===== src/rtl/move_command_tx_if.sv =====
// Command/status bundle between path_math-side logic and the serial
// move-command transmitter.
interface move_command_tx_if;
    logic        start;
    logic        abort;
    logic [4:0]  needed_orientation;
    logic [11:0] move_command;
    logic        tx;
    logic        busy;
    logic        done;

    modport master (
        output start,
        output abort,
        output needed_orientation,
        output move_command,
        input  tx,
        input  busy,
        input  done
    );

    modport slave (
        input  start,
        input  abort,
        input  needed_orientation,
        input  move_command,
        output tx,
        output busy,
        output done
    );
endinterface


===== src/rtl/move_command_tx.sv =====
// Serializes a latched {orientation, move} command as a 20-bit UART-style frame,
// repeated REPEATS times with idle-high gaps, then pulses done.
module move_command_tx #(
    parameter int BIT_TICKS = 2812,
    parameter int GAP_TICKS = 27000,
    parameter int REPEATS   = 3
) (
    input logic              clock,
    input logic              reset,
    move_command_tx_if.slave bus
);
    localparam int MAX_TICKS = (BIT_TICKS > GAP_TICKS) ? BIT_TICKS : GAP_TICKS;
    localparam int TICK_W    = (MAX_TICKS > 1) ? $clog2(MAX_TICKS) : 1;
    localparam int REP_W     = (REPEATS > 1) ? $clog2(REPEATS) : 1;

    localparam logic [TICK_W-1:0] BIT_LAST = TICK_W'(BIT_TICKS - 1);
    localparam logic [TICK_W-1:0] GAP_LAST = TICK_W'(GAP_TICKS - 1);
    localparam logic [REP_W-1:0]  REP_LAST = REP_W'(REPEATS - 1);
    localparam logic [4:0]        STOP_BIT = 5'd19;

    typedef enum logic [1:0] {
        IDLE,
        SEND,
        GAP,
        DONE
    } state_t;

    state_t            state;
    state_t            state_next;
    logic [TICK_W-1:0] tick;
    logic [TICK_W-1:0] tick_next;
    logic [4:0]        bit_idx;
    logic [4:0]        bit_next;
    logic [REP_W-1:0]  rep;
    logic [REP_W-1:0]  rep_next;
    logic [16:0]       payload;
    logic [16:0]       payload_next;
    logic [19:0]       frame_next;
    logic              accept;
    logic              tx_reg;
    logic              busy_reg;
    logic              done_reg;
    logic              tx_next;
    logic              busy_next;
    logic              done_next;

    // Frame bit 0 is the start bit; payload bit 0 is orientation LSB.
    function automatic logic [19:0] build_frame(input logic [16:0] data);
        return {1'b1, ^data, data, 1'b0};
    endfunction

    always_comb begin
        state_next   = state;
        tick_next    = tick;
        bit_next     = bit_idx;
        rep_next     = rep;
        payload_next = payload;
        accept       = bus.start && !bus.abort && (state == IDLE || state == DONE);

        unique case (state)
            IDLE: begin
                state_next = IDLE;
            end
            SEND: begin
                if (tick == BIT_LAST) begin
                    tick_next = '0;
                    if (bit_idx == STOP_BIT) begin
                        if (rep == REP_LAST) begin
                            state_next = DONE;
                        end else begin
                            rep_next   = rep + 1'b1;
                            state_next = GAP;
                        end
                    end else begin
                        bit_next = bit_idx + 1'b1;
                    end
                end else begin
                    tick_next = tick + 1'b1;
                end
            end
            GAP: begin
                if (tick == GAP_LAST) begin
                    tick_next  = '0;
                    bit_next   = '0;
                    state_next = SEND;
                end else begin
                    tick_next = tick + 1'b1;
                end
            end
            DONE: begin
                state_next = IDLE;
            end
            default: begin
                state_next = IDLE;
            end
        endcase

        // A start in the DONE cycle chains straight into the next send.
        if (accept) begin
            state_next   = SEND;
            payload_next = {bus.move_command, bus.needed_orientation};
            tick_next    = '0;
            bit_next     = '0;
            rep_next     = '0;
        end

        if (bus.abort && state != IDLE) begin
            state_next = IDLE;
            tick_next  = '0;
            bit_next   = '0;
            rep_next   = '0;
        end

        // Outputs are decoded from the next state so they register with it.
        frame_next = build_frame(payload_next);
        tx_next    = (state_next == SEND) ? frame_next[bit_next] : 1'b1;
        busy_next  = (state_next == SEND) || (state_next == GAP);
        done_next  = (state_next == DONE);
    end

    always_ff @(posedge clock or negedge reset) begin
        if (!reset) begin
            state    <= IDLE;
            tick     <= '0;
            bit_idx  <= '0;
            rep      <= '0;
            payload  <= '0;
            tx_reg   <= 1'b1;
            busy_reg <= 1'b0;
            done_reg <= 1'b0;
        end else begin
            state    <= state_next;
            tick     <= tick_next;
            bit_idx  <= bit_next;
            rep      <= rep_next;
            payload  <= payload_next;
            tx_reg   <= tx_next;
            busy_reg <= busy_next;
            done_reg <= done_next;
        end
    end

    assign bus.tx   = tx_reg;
    assign bus.busy = busy_reg;
    assign bus.done = done_reg;
endmodule


===== src/flat_wrapper.sv =====
// flat-port wrapper written by rule: the top's interface ports become plain ports
module move_command_tx_flat 
#(
    parameter int BIT_TICKS = 2812,
    parameter int GAP_TICKS = 27000,
    parameter int REPEATS   = 3
)
  (clock, reset, bus_start, bus_abort, bus_needed_orientation, bus_move_command, bus_tx, bus_busy, bus_done);
  move_command_tx_if bus_i ();
  input logic clock;
  input logic reset;
  input wire logic [$bits(bus_i.start)-1:0] bus_start;
  input wire logic [$bits(bus_i.abort)-1:0] bus_abort;
  input wire logic [$bits(bus_i.needed_orientation)-1:0] bus_needed_orientation;
  input wire logic [$bits(bus_i.move_command)-1:0] bus_move_command;
  output wire logic [$bits(bus_i.tx)-1:0] bus_tx;
  output wire logic [$bits(bus_i.busy)-1:0] bus_busy;
  output wire logic [$bits(bus_i.done)-1:0] bus_done;
  assign bus_i.start = bus_start;
  assign bus_i.abort = bus_abort;
  assign bus_i.needed_orientation = bus_needed_orientation;
  assign bus_i.move_command = bus_move_command;
  assign bus_tx = bus_i.tx;
  assign bus_busy = bus_i.busy;
  assign bus_done = bus_i.done;
  move_command_tx #(.BIT_TICKS(BIT_TICKS), .GAP_TICKS(GAP_TICKS), .REPEATS(REPEATS)) u_core (.clock(clock), .reset(reset), .bus(bus_i));
endmodule

===== config.mk =====
export PLATFORM = sky130hd
export DESIGN_NAME = move_command_tx_flat
export DESIGN_NICKNAME = d
export VERILOG_FILES = /design/src/rtl/move_command_tx_if.sv /design/src/rtl/move_command_tx.sv /design/src/flat_wrapper.sv
export SDC_FILE = /design/constraint.sdc
export NUM_CORES = 1
export LEC_CHECK = 0
export CAP_MARGIN = 5
export CORE_UTILIZATION = 45
export DETAILED_ROUTE_END_ITERATION = 7
export SKIP_LAST_GASP = 1
export SLEW_MARGIN = 20
export SYNTH_ARGS = -nofsm -noshare
export SYNTH_HDL_FRONTEND = slang
export SYNTH_SLANG_ARGS = --single-unit

===== constraint.sdc =====
create_clock -name clock -period 3.2 [get_ports clock]
set_input_delay 0.8 -clock clock [delete_from_list [all_inputs] [get_ports clock]]
set_output_delay 0.8 -clock clock [all_outputs]
set_load 0.03 [all_outputs]

==> qor.json <==
{
  "detailed_routing": {
    "detail_route.drc_violations": 0,
    "drt_wl_total_um": 5670,
    "drt-pass1-iter-count": 4,
    "routed_wire_length_per_instance_um": 14.4,
    "antenna_left": 0,
    "route.vias.total": 2087,
    "detail_route.vias_per_cell": 5.28,
    "drt_iter0_markers": 95
  },
  "grt": {
    "number_of_antenna_violations_at_the_first_check_in_global_routing": 0,
    "grt_max_degree": 45,
    "grt_pass1_vias": 2163,
    "grt_first_pass_wirelength_um": 9710,
    "grt_remaining_overflow": 0,
    "global_route_usage_sum": 0.197
  },
  "setup_path": {
    "timing.setup.critical_path_class": "reg -> reg",
    "startpoint": "u_core.state[0]",
    "worst_path_max_delay_cell": "sky130_fd_sc_hd__dfrtp_1",
    "worst_setup_path_endpoint": "u_core.bus.tx",
    "r2r_slack_ns": 0.29,
    "crit_path_cell_trace": "inv_1 -> ha_1 -> and3_1 -> a41oi_1 -> nand2_1 -> a31oi_4 -> mux2_2 -> a221o_2 -> a21oi_1 -> o311ai_2",
    "slowest_delay_ns": 0.41,
    "cp.arrival_ns": 3.12,
    "critPathMaxFanout": 8,
    "worst_r2r_endpoint": "u_core.bus.tx",
    "critPathCaptureType": "flip-flop",
    "ff2ff_path_depth": 10,
    "worstPathRequired_ns": 3.41,
    "timing.rr.start": "u_core.state[0]",
    "critical_path.startpoint_type": "flip-flop"
  },
  "sta": {
    "tightest_slew_ns": 0.555,
    "fin_tns_setup_ns": 0,
    "setup_repair_after_global_routing_missed_its_margin": "false",
    "final_max_slew_viol_count": 0,
    "fmaxAchievable_mhz": 344,
    "layout_min_cycle_time_ns": 2.91,
    "finClkSkew_ns": 0.00823,
    "ratio_of_final_minimum_period_to_clock_period": 0.908,
    "worst_slew_margin_relative_to_its_limit": 0.630,
    "finalSetupViolCount": 0,
    "finalHoldViolCount": 0
  },
  "floorplan": {
    "width_of_the_die_um": 79.9,
    "ios": 24,
    "start_util": 0.464,
    "die_outline_area_um2": 6390,
    "floorplan.rows": 28,
    "core_ar_um2": 5890,
    "floorplan.die.height_um": 79.9
  },
  "finish": {
    "largest_register_ff_count": 17,
    "biggest_register": "u_core.payload",
    "layoutNonFillerInstCount": 395,
    "share_of_final_layout_standard_cells_stronger_than_drive_strength_1": 0.178,
    "post-route-cell-area_um2": 3300,
    "n_antenna_cell": 0,
    "reg_top3": "u_core.payload: 17 flops, u_core.tick: 15 flops, u_core.bit_idx: 5 flops",
    "finish.net_count": 348,
    "area.growth.synth_to_final_pct": 20.8
  },
  "yosys": {
    "synth.cell_area_um2": 2730,
    "synth.avg_cell_area_um2": 9.83,
    "synth.ff_latch_count": 44,
    "synth_nets": 307,
    "portion_of_the_post_synthesis_area_used_by_sequential_elements": 0.404,
    "synthesis.instances": 278,
    "synth_enable_flop_cells": 0,
    "postSynth.asyncResetShare": 1.00,
    "ys_warn_count": 0,
    "synth.lib_cells_used.distinct": 55,
    "ys_dominant_reg_cell": "sky130_fd_sc_hd__dfrtp_1"
  },
  "clock_network": {
    "post_cts.repair.setup_buffers": 0,
    "path_clk_slew_ns": 0.09,
    "cts_root_buf": "sky130_fd_sc_hd__clkbuf_8",
    "worst_skew_pair.late_latency_ns": 0.29,
    "clk_path_buf_depth": 2,
    "cts_htree_levels": 2,
    "cts.sink_count": 44,
    "post_cts_hold_buffer_count": 0,
    "cts_inserted_buffers": 5,
    "cts_tree": "done",
    "cts.repair.resized": 0
  },
  "power": {
    "p_leak_nw": 1.41,
    "ir_drop_mv": 0.373,
    "cellPowerDensity_nw_per_um2": 714
  },
  "status": {
    "status": "finished clean"
  },
  "worst_hold_path": {
    "min_path_type": "in -> async"
  },
  "placement": {
    "gp_congestion": 0.818,
    "dp_hpwl_um": 4370,
    "io_buffer_count": 23,
    "postPlaceCellArea_um2": 3180,
    "place_inst": 387
  },
  "flow_run": {
    "max_cap_viol_count": 0
  }
}
[area by class of cell]
cell class | count | area (um^2)
clock buffer | 6 | 82.6
clock inverter | 2 | 38.8
multi-input combinational | 209 | 1530
timing repair buffer | 44 | 398
inverter | 15 | 56.3
tap | 75 | 93.8
fill | 560 | 2590
sequential | 44 | 1100
[synthesized netlist by cell type, types with 5 or more instances]
master | number | area [um^2]
sky130_fd_sc_hd__ha_1 | 8 | 100
sky130_fd_sc_hd__dfrtp_1 | 43 | 1080
sky130_fd_sc_hd__nor2_1 | 26 | 97.6
sky130_fd_sc_hd__xor2_1 | 6 | 52.6
sky130_fd_sc_hd__o21ai_0 | 9 | 45.0
sky130_fd_sc_hd__nand2_1 | 25 | 93.8
sky130_fd_sc_hd__nand3_1 | 10 | 50.1
sky130_fd_sc_hd__xnor2_1 | 29 | 254
sky130_fd_sc_hd__mux2i_1 | 9 | 90.1
sky130_fd_sc_hd__buf_2 | 5 | 25.0
sky130_fd_sc_hd__mux2_2 | 14 | 158
sky130_fd_sc_hd__a21oi_1 | 6 | 30.0
sky130_fd_sc_hd__nor2b_1 | 7 | 43.8
sky130_fd_sc_hd__and3_1 | 5 | 31.3
sky130_fd_sc_hd__inv_1 | 15 | 56.3
[cell usage in the layout, fill, tap and decap left out, drive strengths merged, types with 4 or more instances in the layout]
master | netlist | final
dfrtp | 43 | 43
xnor2 | 29 | 29
nor2 | 27 | 27
nand2 | 25 | 25
clkdlybuf4s50 | 0 | 22
buf | 6 | 22
inv | 15 | 15
mux2 | 14 | 14
nand3 | 10 | 10
mux2i | 9 | 9
o21ai | 9 | 9
ha | 8 | 8
nor2b | 7 | 7
a21oi | 6 | 6
xor2 | 6 | 6
clkbuf | 4 | 6
and3 | 6 | 6
nand2b | 4 | 4
a21o | 4 | 4
[cells by family after synthesis]
kind of cell / share of synthesized area
buffers and inverters: 0.0394
AO/OA/AOI/OAI: 0.121
flip-flops: 0.404
multiplexers: 0.0907
XOR/XNOR: 0.112
adder cells (fa/ha/maj): 0.0366
AND/OR/NAND/NOR: 0.197
[per-layer routing]
| layer | share of wire | vias up | global-route usage |
|---|---|---|---|
| met2 | 0.49 | 24 | 0.349 |
| li1 | - | 1055 | - |
| met3 | 0.025 | 4 | 0.0343 |
| met1 | 0.48 | 1004 | 0.244 |
| met4 | 0.010 | 0 | 0.0554 |
| met5 | 0 | - | 0 |
[through the flow]
step / hold slack, ns / power, mW / utilization / setup WS (ns)
final: 0.484 / 2.36 / 0.561 / 0.294
after global routing: 0.522 / 2.56 / 0.561 / 0.0778
after CTS: 0.500 / 2.39 / 0.560 / 0.289
after detailed placement: 0.481 / 1.93 / 0.540 / -0.0253
after global placement: 0.469 / 1.91 / 0.540 / 0.0138
after floorplan: 0.454 / 1.60 / - / 0.390
[power breakdown]
part,switching [mW],total (mW),internal (mW)
logic,0.555,1.14,0.580
registers,0.0832,0.773,0.690
clock network,0.193,0.448,0.255
[worst min path at each step]
stage	slack (ns)	startpoint	to	cells after the start
finish	0.48	reset	u_core.rep[0]	1
global route	0.52	reset	u_core.rep[0]	1
CTS	0.50	u_core.rep[0]	u_core.rep[0]	1
detailed placement	0.48	u_core.rep[1]	u_core.rep[1]	2
global placement	0.47	u_core.rep[1]	u_core.rep[1]	2
floorplan	0.45	u_core.rep[1]	u_core.rep[1]	2
[critical path, delay by kind of cell (launching register included)]
family / cells / cell delay, ns
and+or+nand+nor: 2 / 0.38
buffers and inverters: 1 / 0.08
DFF: 1 / 0.41
muxes: 1 / 0.37
AOI/OAI and AO/OA: 5 / 1.18
adders and majority gates: 1 / 0.41
Power figures use the tool's default switching activity.
